[config.mk]
export PLATFORM = sky130hd
export DESIGN_NAME = idu_issue_queue
export DESIGN_NICKNAME = d
export VERILOG_FILES = /design/src/rtl/idu_issue_queue.sv
export SDC_FILE = /design/constraint.sdc
export NUM_CORES = 1
export LEC_CHECK = 0
export ABC_AREA = 0
export BUFFER_PORTS_ARGS = -buffer_cell sky130_fd_sc_hd__buf_2
export CAP_MARGIN = 10
export CELL_PAD_IN_SITES_DETAIL_PLACEMENT = 0
export CELL_PAD_IN_SITES_GLOBAL_PLACEMENT = 1
export CORE_MARGIN = 4
export CORE_UTILIZATION = 53
export DETAILED_ROUTE_END_ITERATION = 7
export PLACE_DENSITY = 0.85
export SKIP_LAST_GASP = 1
export SLEW_MARGIN = 20
export SYNTH_ARGS = -nofsm -noshare
export SYNTH_HDL_FRONTEND = slang
export SYNTH_SLANG_ARGS = --single-unit
[constraint.sdc]
create_clock -name clock -period 6.24 [get_ports clock]
set_input_delay 1.248 -clock clock [delete_from_list [all_inputs] [get_ports clock]]
set_output_delay 1.248 -clock clock [all_outputs]
set_load 0.1 [all_outputs]
[src/rtl/idu_issue_queue.sv]
// idu_issue_queue: DEPTH-entry in-order instruction queue between IFU and
// decode/EXU. A per-register in-flight writer counter (scoreboard) holds the
// queue head while a source register is pending or the destination counter
// is saturated. Writebacks release counter entries.
module idu_issue_queue #(
  parameter int unsigned DEPTH = 4,
  parameter int unsigned XLEN  = 32,
  parameter int unsigned NREG  = 32,
  parameter int unsigned CNT_W = 2
) (
  input  logic                    clock,
  input  logic                    reset,
  input  logic                    flush,
  input  logic                    in_valid,
  output logic                    in_ready,
  input  logic [XLEN-1:0]         in_pc,
  input  logic [31:0]             in_inst,
  output logic                    out_valid,
  input  logic                    out_ready,
  output logic [XLEN-1:0]         out_pc,
  output logic [31:0]             out_inst,
  output logic [4:0]              out_rd,
  input  logic                    wb_valid,
  input  logic [4:0]              wb_rd,
  output logic                    raw_stall,
  output logic [$clog2(DEPTH):0]  count
);

  localparam int unsigned PTR_W = $clog2(DEPTH);
  localparam int unsigned CW    = PTR_W + 1;
  localparam int unsigned IDX_W = $clog2(NREG);

  localparam logic [CW-1:0]    CountFull = CW'(DEPTH);
  localparam logic [CW-1:0]    CountOne  = CW'(1);
  localparam logic [PTR_W-1:0] PtrOne    = PTR_W'(1);
  localparam logic [CNT_W-1:0] SbOne     = CNT_W'(1);

  localparam logic [4:0] OpcLui    = 5'b01101;
  localparam logic [4:0] OpcAuipc  = 5'b00101;
  localparam logic [4:0] OpcJal    = 5'b11011;
  localparam logic [4:0] OpcBranch = 5'b11000;
  localparam logic [4:0] OpcStore  = 5'b01000;
  localparam logic [4:0] OpcRr     = 5'b01100;

  // Queue storage and control
  logic [XLEN-1:0]  r_pc   [DEPTH];
  logic [31:0]      r_inst [DEPTH];
  logic [PTR_W-1:0] r_rd_ptr, r_wr_ptr, w_rd_ptr_nxt, w_wr_ptr_nxt;
  logic [CW-1:0]    r_count, w_count_nxt;

  // Scoreboard: number of issued, not yet retired writers per register
  logic [CNT_W-1:0] r_sb     [NREG];
  logic [CNT_W-1:0] w_sb_nxt [NREG];

  logic [4:0]       w_opc;
  logic             w_uses_rs1, w_uses_rs2, w_writes;
  logic [IDX_W-1:0] w_rs1_idx, w_rs2_idx, w_rd_idx, w_wb_idx;
  logic             w_hazard, w_not_empty;
  logic             w_enq, w_deq, w_issue_wr, w_wb_dec;

  // Head entry is always presented; only out_valid qualifies it
  assign out_pc   = r_pc[r_rd_ptr];
  assign out_inst = r_inst[r_rd_ptr];

  // Head decode
  assign w_opc      = out_inst[6:2];
  assign w_uses_rs1 = !(w_opc == OpcLui || w_opc == OpcAuipc || w_opc == OpcJal);
  assign w_uses_rs2 = (w_opc == OpcBranch) || (w_opc == OpcStore) || (w_opc == OpcRr);
  assign w_writes   = !(w_opc == OpcBranch || w_opc == OpcStore) && (out_inst[11:7] != 5'd0);
  assign out_rd     = w_writes ? out_inst[11:7] : 5'd0;

  // RV32E keeps only the low index bits
  assign w_rs1_idx = out_inst[15 +: IDX_W];
  assign w_rs2_idx = out_inst[20 +: IDX_W];
  assign w_rd_idx  = out_inst[7 +: IDX_W];
  assign w_wb_idx  = wb_rd[IDX_W-1:0];

  assign w_hazard = (w_uses_rs1 && (w_rs1_idx != '0) && (r_sb[w_rs1_idx] != '0)) ||
                    (w_uses_rs2 && (w_rs2_idx != '0) && (r_sb[w_rs2_idx] != '0)) ||
                    (w_writes && (r_sb[w_rd_idx] == '1));

  assign w_not_empty = (r_count != '0);
  assign in_ready    = (r_count != CountFull);
  assign out_valid   = w_not_empty & ~w_hazard & ~flush;
  assign raw_stall   = w_not_empty & w_hazard & ~flush;
  assign count       = r_count;

  // A flush swallows any incoming instruction; out_valid already excludes flush
  assign w_enq      = in_valid & in_ready & ~flush;
  assign w_deq      = out_valid & out_ready;
  assign w_issue_wr = w_deq & w_writes;
  // Spurious writebacks (x0 or idle counter) must not underflow
  assign w_wb_dec   = wb_valid & (w_wb_idx != '0) & (r_sb[w_wb_idx] != '0);

  // Next-state for pointers and occupancy
  always_comb begin
    w_rd_ptr_nxt = r_rd_ptr;
    w_wr_ptr_nxt = r_wr_ptr;
    w_count_nxt  = r_count;
    if (flush) begin
      w_rd_ptr_nxt = '0;
      w_wr_ptr_nxt = '0;
      w_count_nxt  = '0;
    end else begin
      if (w_enq) w_wr_ptr_nxt = r_wr_ptr + PtrOne;
      if (w_deq) w_rd_ptr_nxt = r_rd_ptr + PtrOne;
      if (w_enq && !w_deq) begin
        w_count_nxt = r_count + CountOne;
      end else if (!w_enq && w_deq) begin
        w_count_nxt = r_count - CountOne;
      end
    end
  end

  // Pointer and occupancy registers
  always_ff @(posedge clock) begin
    if (!reset) begin
      r_rd_ptr <= '0;
      r_wr_ptr <= '0;
      r_count  <= '0;
    end else begin
      r_rd_ptr <= w_rd_ptr_nxt;
      r_wr_ptr <= w_wr_ptr_nxt;
      r_count  <= w_count_nxt;
    end
  end

  // Payload storage; contents are don't-care until written
  always_ff @(posedge clock) begin
    if (w_enq) begin
      r_pc[r_wr_ptr]   <= in_pc;
      r_inst[r_wr_ptr] <= in_inst;
    end
  end

  // Scoreboard next-state: issue increments, writeback decrements, both cancel
  always_comb begin
    w_sb_nxt = r_sb;
    for (int unsigned i = 1; i < NREG; i++) begin
      if ((w_issue_wr && (w_rd_idx == IDX_W'(i))) &&
          !(w_wb_dec && (w_wb_idx == IDX_W'(i)))) begin
        w_sb_nxt[i] = r_sb[i] + SbOne;
      end else if (!(w_issue_wr && (w_rd_idx == IDX_W'(i))) &&
                   (w_wb_dec && (w_wb_idx == IDX_W'(i)))) begin
        w_sb_nxt[i] = r_sb[i] - SbOne;
      end
    end
    w_sb_nxt[0] = '0;
  end

  // Scoreboard registers; flush deliberately leaves them intact
  always_ff @(posedge clock) begin
    if (!reset) begin
      r_sb <= '{default: '0};
    end else begin
      r_sb <= w_sb_nxt;
    end
  end

endmodule

Word level (Yosys, flattened, before mapping)
Memory sizes are Yosys's and may differ from the RTL's. A register that Yosys moved wholly into a read port is not among the register bits.
Index checks and enable logic that the tools add are counted.
W data, S select, Z words.
{ "totals": {"register_bits": 71, "ramBits": 256, "inputBits": 75, "out_inout_bits": 75, "n_memories": 2} }
{ "op_classes": {"addsub": 66, "magnitude_cmp": 4, "n_eq_ne": 70, "n_mux": 83, "bitwise": 17, "n_reduce_logical": 245} }
{ "mem_list": {"columns": ["name", "words", "width", "read_ports", "rd_ports_with_merged_regs", "write_ports", "line", "rtl"], "rows": [
  ["r_inst", 4, 32, 1, 1, 1, "47", "logic [31:0] r_inst [DEPTH];"],
  ["r_pc", 4, 32, 1, 1, 1, "46", "logic [XLEN-1:0] r_pc [DEPTH];"]
]} }
{ "op_table": {"columns": ["cell", "count"], "rows": [
  ["$eq A5 B5 Y1 const B", 34],
  ["$mux W2", 74],
  ["$logic_and A1 B1 Y1", 132],
  ["$eq A5 B4 Y1 const B", 19],
  ["$reduce_bool A2 Y1", 35],
  ["$add A2 B1 Y2 const B", 33],
  ["$logic_not A1 Y1", 66],
  ["$sub A2 B1 Y2 const B", 31],
  ["$eq A5 B3 Y1 const B", 9],
  ["$bmux W2 S5", 4],
  ["$ge A6 B6 Y1 const B", 4],
  ["$not A5 Y6", 4],
  ["$eq A5 B2 Y1 const B", 4],
  ["$reduce_bool A5 Y1", 4],
  ["$and A1 B1 Y1", 10],
  ["$eq A5 B1 Y1 const B", 2],
  ["$logic_or A1 B1 Y1", 6],
  ["$mux W3", 2],
  ["$mux W5", 1],
  ["$add A3 B1 Y3 const B", 1],
  ["$ne A3 B3 Y1 const B", 1],
  ["$not A1 Y1", 3],
  ["$reduce_bool A3 Y1", 1],
  ["$sub A3 B1 Y3 const B", 1],
  ["other kinds (3)", 4]
]} }

Logic depth before layout (Yosys ltp)
Gate-level depths: netlist (run 1).
{ "depth": {"ltp_word": 18, "ltp_mapped": 19, "ltp_nobuf": 13} }

Least setup slack after synthesis (run 1)
No wires, ideal clock.
{ "synth_path": {"kind": "register -> output", "start": "register (tool-made name)", "end": "output port out_valid", "arrival_ps": 4805, "t_required_ps": 4992, "path_slack_ps": 187, "path_stages_with_launch": 9, "n_path_buf": 2, "cell_sequence": "dfxtp_1 -> buf_6 -> buf_12 -> mux4_1 -> or2_0 -> or4_1 -> nand4_1 -> nand4_2 -> nor3_1"} }
{ "synth_rtl": {"columns": ["item", "line", "rtl"], "rows": [
  ["end: declaration", "18", "output logic out_valid,"]
]} }

==> impl_metrics.json, run 1 <==
{
  "slew_violations": 0,
  "p_int_w": 0.003805,
  "die_h_um": 176.0,
  "ys.flop_type": "edfxtp_1",
  "switching_share": 0.2371,
  "grt.busiest_layer": "met2",
  "grt_pass1_vias": 9055,
  "worst_pin_slew_ps": 1049,
  "clk_path_buf_depth": 3,
  "grtUsageMet2": 0.3455,
  "grt_overflow": 0,
  "cp.required_ps": 4990,
  "power.density_nw_per_um2": 290.8,
  "htree_num_levels": 2,
  "grt_usage": 0.2169,
  "clock.fmax_ghz": 0.1854,
  "critical_path_class": "flip-flop to primary output",
  "start_util": 0.5382,
  "antenna_found_initial": 12,
  "dpl_cell_area_um2": 15930,
  "p_sw_w": 0.001183,
  "met1_usage": 0.2985,
  "rsz0062_at_grt": "no",
  "syn_nets": 1130,
  "hold_depth": 2,
  "final_nets": 1263,
  "postLayoutCoreUtil": 0.6174,
  "ys_seq_elements": 327,
  "drtPass1Iterations": 5,
  "cts_resized": 0,
  "crit_chain": "mux4_1, nor2_1, a311o_1, a21oi_1, or4_1, nand4_2, and2_1, buf_2",
  "coreArea_um2": 27780,
  "areaGrowthSynthToFinish_pct": 14.71,
  "pin_count": 150,
  "setup_violations": 0,
  "synth_top_cell_by_area": "edfxtp_1",
  "holdBufCountCts": 0,
  "clockPowerShare": 0.437,
  "drive_gt1_frac": 0.2583,
  "post-route-period-util": 0.8646,
  "wl_um": 33740,
  "slowest_stage": "mux4_1",
  "final_cell_mix": "256 x edfxtp_1, 149 x buf_2, 69 x dfxtp_1",
  "holdCritStartpoint": "r_rd_ptr[1]",
  "relSlewSlack": 0.3009,
  "arrival_ps": 4150,
  "synth_warnings": 0,
  "mostFrequentLayoutCell": "edfxtp_1",
  "clk_pin_slew_worst_paths_ps": 60,
  "design_area_um2": 17150,
  "max_cap_violations": 0,
  "syn_inst": 1018,
  "hold_ws_ps": 482.1,
  "cp-end-kind": "primary output",
  "reg2reg_depth": 12,
  "drcViolationCount": 0,
  "numCtsBuffers": 35,
  "netlist_area_um2": 14950,
  "cts_tree": "yes",
  "drt-initial-drc-count": 809,
  "hp-class": "flip-flop to flip-flop",
  "tns_ps": 0,
  "status": "finished, final reports clean",
  "vias": 9128,
  "gp_congestion": 0.8654,
  "peakVddDrop_uv": 324.7,
  "post-route-min-period_ps": 5395,
  "cts_root_buffer": "clkbuf_16",
  "grt_max_degree": 65,
  "drt.antenna.violating_nets": 0,
  "post_cts_buffers": 0,
  "syn_avg_cell_area_um2": 14.69,
  "cp_max_fo": 33,
  "dieArea_um2": 30960,
  "seq_area_frac_synth": 0.6092,
  "grt_first_pass_wirelength_um": 52230,
  "io_buffer_count": 149,
  "clk_latency_ps": 520,
  "synth.top_cell.area_share": 0.5141,
  "seq_power_share": 0.480,
  "dieWidth_um": 176.0,
  "synth_cell_types": 61,
  "reg2reg_to": "r_sb[39]",
  "async_reset_ff_frac": 0,
  "synth_area_leaders": "edfxtp_1 51%, dfxtp_1 9.5%, mux4_2 9.5%, ha_1 3.0%, xor2_1 1.9%",
  "post_drt_wl_per_cell_um": 21.65,
  "worstSetupStartpointType": "flip-flop",
  "leakage_nw": 5.895,
  "combPwrFrac": 0.082,
  "clock_sinks": 327,
  "met3_usage": 0.06531,
  "synth_edf_count": 256,
  "fin_skew_ps": 14.59,
  "hpwl_um": 22230,
  "cpPeakStageDelay_ps": 1090,
  "rows": 61,
  "hold_viol_final": 0,
  "r2r_slack_ps": 1470,
  "vias_per_cell": 5.859
}
[layout make-up]
cell class | instances | area, µm²
antenna | 3 | 7.507
clock buffer | 40 | 894.6
sequential | 327 | 9116
clock inverter | 23 | 316.6
inverter | 11 | 41.29
timing repair buffer | 157 | 805.8
fill | 2106 | 10630
multi-input combinational | 619 | 5497
tap | 378 | 473.0
[worst max-delay path by stage]
stage	startpoint	cells after the start	slack, ps	end
2_1_floorplan	flip-flop	8	190	out_valid
3_3_place_gp	flip-flop	8	1410	raw_stall
3_5_place_dp	flip-flop	8	1420	raw_stall
4_1_cts	flip-flop	8	840	raw_stall
5_1_grt	flip-flop	8	610	raw_stall
6_report	flip-flop	8	840	raw_stall
[Yosys cell counts, types with 5 or more instances]
cell type and n:
dfxtp_1 71, mux4_1 10, mux4_2 63, inv_1 11, clkbuf_1 31, nand2b_1 9
nor4_1 24, nand3_1 21, nor3_1 18, a21oi_1 10, xnor2_1 32, mux2i_1 20
xor2_1 33, mux2_2 11, a31oi_1 6, or3_1 33, o21ai_0 36, nand2_1 55
a21boi_0 31, or4_1 5, buf_1 11, or2_2 5, nor3b_1 5, nor2b_1 9
ha_1 36, buf_6 6, and2_1 40, nor2_1 45, buf_2 11, a2111oi_0 6
nor4_2 7, edfxtp_1 256
[state kept, by name (all words and copies together) (netlist names), named ones only]
| register | count |
|---|---|
| r_pc | 128 |
| r_inst | 128 |
| r_sb | 62 |
| r_rd_ptr | 2 |
| count | 3 |
| r_wr_ptr | 2 |
[routing by layer]
metal  share of wire  vias up
li1                -     4230
met4           0.019       18
met3           0.083       66
met5          0.0035        -
met1            0.42     4505
met2            0.48      309
[logic make-up after synthesis]
logic type               share of synthesized area
AO/OA/AOI/OAI                              0.05456
XOR/XNOR                                   0.03808
adder cells (fa/ha/maj)                    0.03146
buffers and inverters                      0.02385
flip-flops                                  0.6092
multiplexers                                0.1341
AND/OR/NAND/NOR                             0.1087
[power by group through the flow]
stage | sequential, W | combinational [W] | clock [W]
floorplan | 0.00244 | 0.000301 | 0
global placement | 0.00244 | 0.000406 | 0
detailed placement | 0.00244 | 0.000410 | 0
CTS | 0.00239 | 0.000412 | 0.00222
global route | 0.00240 | 0.000432 | 0.00232
finish | 0.00239 | 0.000411 | 0.00218
[per-stage QoR]
step / worst slack (ps) / power [W] / instances
2_1_floorplan: 187.3 / 0.002745 / 1018
3_3_place_gp: 1409 / 0.002844 / 1492
3_5_place_dp: 1415 / 0.002850 / 1492
4_1_cts: 841.2 / 0.005025 / 1555
5_1_grt: 613.1 / 0.005151 / 1558
6_report: 844.8 / 0.004988 / 1558
[worst max-delay path: cells and delay by family, from the launching register on]
kind	cells	cell delay (ps)
and+or+nand+nor	4	1200
DFF	1	710
muxes	1	1090
buffers and inverters	1	420
AOI/OAI and AO/OA	2	200
(Power assumes the default switching activity.)
==> run 2, diff against run 1 <==
- PLACE_DENSITY: 0.85 -> default
- PLACE_DENSITY_LB_ADDON: default -> 0.1
==> impl_metrics.json, run 2 (synthesized netlist as in run 1, its figures left out) <==
{
  "status": "finished, final reports clean",
  "fin_ws_ps": 722.8,
  "post_cts_buffers": 0,
  "cp_max_fo": 39,
  "slew_violations": 0,
  "grt_max_degree": 65,
  "max_cap_violations": 0,
  "arrival_ps": 4270,
  "clock_sinks": 327,
  "drcViolationCount": 0,
  "hpwl_um": 21850,
  "clk_pin_slew_worst_paths_ps": 60,
  "grt_usage": 0.2167,
  "cts_tree": "yes",
  "peakVddDrop_uv": 269.4,
  "post-route-period-util": 0.8842,
  "cp.required_ps": 4990,
  "hold_viol_final": 0,
  "coreArea_um2": 27780,
  "cts_root_buffer": "clkbuf_16",
  "antenna_found_initial": 8,
  "htree_num_levels": 2,
  "die_h_um": 176.0,
  "areaGrowthSynthToFinish_pct": 14.29,
  "clk_path_buf_depth": 3,
  "layout.area.seq_um2": 9116,
  "top_regs": "r_inst: 128 flops, r_pc: 128 flops, r_sb: 62 flops",
  "start_util": 0.5382,
  "postLayoutCoreUtil": 0.6151,
  "drt.antenna.violating_nets": 0,
  "worst_pin_slew_ps": 1010,
  "reg2reg_depth": 14,
  "fill_cells": 2140,
  "grt_pass1_vias": 9053,
  "vias_per_cell": 5.783,
  "pre_cts_ws_ps": 1142,
  "grt_first_pass_wirelength_um": 52180,
  "gp_congestion": 0.8426,
  "vias": 9010,
  "post-route-min-period_ps": 5517,
  "rows": 61,
  "io_buffer_count": 149,
  "numCtsBuffers": 35,
  "critical_path_class": "flip-flop to primary output",
  "clk_latency_ps": 520,
  "cts_resized": 0,
  "holdBufCountCts": 0,
  "relSlewSlack": 0.3265,
  "wl_um": 33410,
  "drive_gt1_frac": 0.2572,
  "drtPass1Iterations": 6,
  "hold_depth": 2,
  "setup_violations": 0,
  "clock.fmax_ghz": 0.1813,
  "dieWidth_um": 176.0,
  "worstSetupStartpointType": "flip-flop",
  "hp-class": "flip-flop to flip-flop",
  "grt_overflow": 0,
  "power.density_nw_per_um2": 285.1,
  "pin_count": 150,
  "cp-end-kind": "primary output",
  "fin_skew_ps": 9.689,
  "drt-initial-drc-count": 843,
  "final_nets": 1264,
  "final_cell_mix": "256 x edfxtp_1, 149 x buf_2, 69 x dfxtp_1",
  "leakage_nw": 5.870,
  "hold_ws_ps": 480.2,
  "multi_input_area_um2": 5493,
  "post_drt_wl_per_cell_um": 21.44,
  "tns_ps": 0,
  "dieArea_um2": 30960,
  "mostFrequentLayoutCell": "edfxtp_1",
  "rsz0062_at_grt": "no"
}
[run 2: worst paths after layout]
| path | start | to | slack (ps) |
|---|---|---|---|
| max | flip-flop | out_valid | 720 |
| min | r_rd_ptr[1] | flip-flop | 480 |
| max reg2reg | flip-flop | count[2] | 1290 |
| min reg2reg | r_rd_ptr[1] | flip-flop | 480 |
[run 2: worst max-delay path: stages, from the launching register on]
cell,delay [ps]
dfxtp_4,770
buf_4,480
mux4_2,700
nand2_1,120
a211oi_1,60
o41a_1,420
o311ai_1,270
nand4_2,220
nor3_1,210
buf_2,460
[run 2: stage by stage]
stage	total power [W]	cell area (µm²)	std cells
2_1_floorplan	0.002745	14950	1018
3_3_place_gp	0.002851	15940	1493
3_5_place_dp	0.002854	15940	1493
4_1_cts	0.004917	17090	1556
5_1_grt	0.005039	17080	1556
6_report	0.004872	17090	1558
[run 2: cell type report]
| cell class | count | area share |
|---|---|---|
| Multi-Input combinational cell | 619 | 0.3214 |
| Clock buffer | 48 | 0.05528 |
| Antenna cell | 2 | 0.0002929 |
| Inverter | 11 | 0.002416 |
| Clock inverter | 15 | 0.01186 |
| Sequential cell | 327 | 0.5335 |
| Tap cell | 378 | 0.02768 |
| Timing Repair Buffer | 158 | 0.04759 |
[run 2: metal layers]
layer	track usage	up-vias	routed length [µm]
met5	0	-	69
met3	0.04904	80	2228
met4	0.06888	12	943
met1	0.3021	4402	14400
met2	0.3443	281	15760
li1	-	4235	-
[run 2: power breakdown]
group | total [W] | switching (W) | leakage [nW] | internal [W]
logic | 0.000415 | 0.000323 | 2.41 | 0.0000915
registers | 0.00239 | 0.0000110 | 2.90 | 0.00238
clock network | 0.00206 | 0.000829 | 0.560 | 0.00124
total | 0.00487 | 0.00116 | 5.87 | 0.00371
==> run 3, diff against run 2 <==
- REMOVE_ABC_BUFFERS: default -> 1
==> impl_metrics.json, run 3 (synthesized netlist as in run 1, its figures left out) <==
{
  "vias": 9066,
  "hpwl_um": 22050,
  "clk_latency_ps": 520,
  "clk_pin_slew_worst_paths_ps": 60,
  "gp_congestion": 0.8166,
  "post-route-min-period_ps": 5516,
  "wl_um": 33560,
  "fin_ws_ps": 724.1,
  "tns_ps": 0,
  "mostFrequentLayoutCell": "edfxtp_1",
  "cp.required_ps": 4990,
  "grt_usage": 0.2189,
  "reg2reg_to": "r_sb[39]",
  "hold_viol_final": 0,
  "cpPeakStageDelay_ps": 860,
  "drt.antenna.violating_nets": 0,
  "post-route-period-util": 0.8840,
  "drcViolationCount": 0,
  "switching_share": 0.2397,
  "crit_family": "flip-flops",
  "cts_resized": 0,
  "combPwrFrac": 0.086,
  "seq_power_share": 0.501,
  "fin_skew_ps": 15.84,
  "cp_max_fo": 46,
  "post_drt_wl_per_cell_um": 21.57,
  "pre_cts_ws_ps": 1060,
  "peakVddDrop_uv": 296.3,
  "holdCritStartpoint": "r_sb[1]",
  "max_cap_violations": 0,
  "pin_count": 150,
  "dieWidth_um": 176.0,
  "grt_pass1_vias": 9196,
  "die_h_um": 176.0,
  "drive_gt1_frac": 0.2543,
  "worstSetupStartpointType": "flip-flop",
  "power.density_nw_per_um2": 280.6,
  "setup_violations": 0,
  "hold_depth": 2,
  "timing.critical_path.buf_inv": 1,
  "vias_per_cell": 5.826,
  "grt_overflow": 0,
  "grt_max_degree": 65,
  "cp-end-kind": "primary output",
  "hold_end": "r_sb[1]",
  "critical_path_class": "flip-flop to primary output",
  "cts_root_buffer": "clkbuf_16",
  "drtPass1Iterations": 5,
  "dieArea_um2": 30960,
  "p_int_w": 0.003633,
  "drt-initial-drc-count": 630,
  "coreArea_um2": 27780,
  "leakage_nw": 5.840,
  "relSlewSlack": 0.3366,
  "reg2reg_depth": 12,
  "clk_path_buf_depth": 3,
  "cts_tree": "yes",
  "arrival_ps": 4270,
  "p_sw_w": 0.001146,
  "rows": 61,
  "post_cts_buffers": 0,
  "start_util": 0.5382,
  "hp-class": "flip-flop to flip-flop",
  "top_regs": "r_inst: 128 flops, r_pc: 128 flops, r_sb: 62 flops",
  "final_nets": 1264,
  "r2r_slack_ps": 1290,
  "clock.fmax_ghz": 0.1813,
  "areaGrowthSynthToFinish_pct": 13.92,
  "clockPowerShare": 0.413,
  "p_total_w": 0.004779,
  "clock_sinks": 327,
  "slowest_stage": "dfxtp_4",
  "rsz0062_at_grt": "no",
  "io_buffer_count": 149,
  "numCtsBuffers": 35,
  "slew_violations": 0,
  "holdBufCountCts": 0,
  "htree_num_levels": 2,
  "antenna_found_initial": 7,
  "grt_first_pass_wirelength_um": 52640,
  "worst_pin_slew_ps": 995.0,
  "crit_chain": "mux4_2, or3_1, a311oi_1, a211oi_1, o311ai_1, nand4_2, nor3_1, buf_2",
  "status": "finished, final reports clean",
  "final_cell_mix": "256 x edfxtp_1, 149 x buf_2, 69 x dfxtp_1"
}
[run 3: changes by cell type in the layout (fill, tap and decap cells not counted), sizes merged]
cell,delta
clkinv,+3
clkinvlp,+1
clkbuf,-5
bufinv,-1
[run 3: metrics by stage]
stage | utilization | std cells | instance area (µm²) | hold slack [ps]
detailed placement | 0.5738 | 1493 | 15940 | 487.8
global placement | 0.5738 | 1493 | 15940 | 474.6
floorplan | - | 957 | 14640 | 452.9
finish | 0.6131 | 1556 | 17030 | 512.8
CTS | 0.6130 | 1554 | 17030 | 511.3
global route | 0.6129 | 1554 | 17030 | 536.4
[run 3: power by group through the flow]
stage          registers, W  logic (W)  clock network, W
2_1_floorplan       0.00245   0.000285                 0
3_5_place_dp        0.00244   0.000412                 0
5_1_grt             0.00240   0.000433           0.00212
6_report            0.00239   0.000410           0.00197
3_3_place_gp        0.00244   0.000410                 0
4_1_cts             0.00239   0.000413           0.00202
[run 3: how the worst max path moves through the flow]
stage	start	endpoint	slack (ps)	cells past startpoint
after floorplan	flip-flop	out_valid	-2420	7
after global placement	flip-flop	raw_stall	1170	8
after detailed placement	flip-flop	raw_stall	1060	8
after CTS	flip-flop	raw_stall	500	8
after global routing	flip-flop	out_valid	380	8
final	flip-flop	out_valid	720	8
[run 3: final cells by class]
type / instances / area, µm²
Multi-Input combinational cell: 619 / 5493
Clock inverter: 18 / 185.2
Fill cell: 2228 / 10750
Sequential cell: 327 / 9116
Antenna cell: 2 / 5.005
Inverter: 11 / 41.29
Clock buffer: 43 / 905.9
Tap cell: 378 / 473.0
Timing Repair Buffer: 158 / 813.3
[run 3: worst reg2reg max path: cells and delay by family, from the launching register on]
family | cells | cell delay, ps
compound gates | 4 | 1000
fa+ha+maj | 1 | 320
buf+inv | 1 | 270
flops | 1 | 860
mux | 1 | 850
simple gates | 5 | 1580
[run 3: layer usage]
metal  GRT usage  wire, µm
met1      0.2957     14120
met2      0.3482     15840
met3     0.06231      2567
met5           0        74
met4     0.07050       962
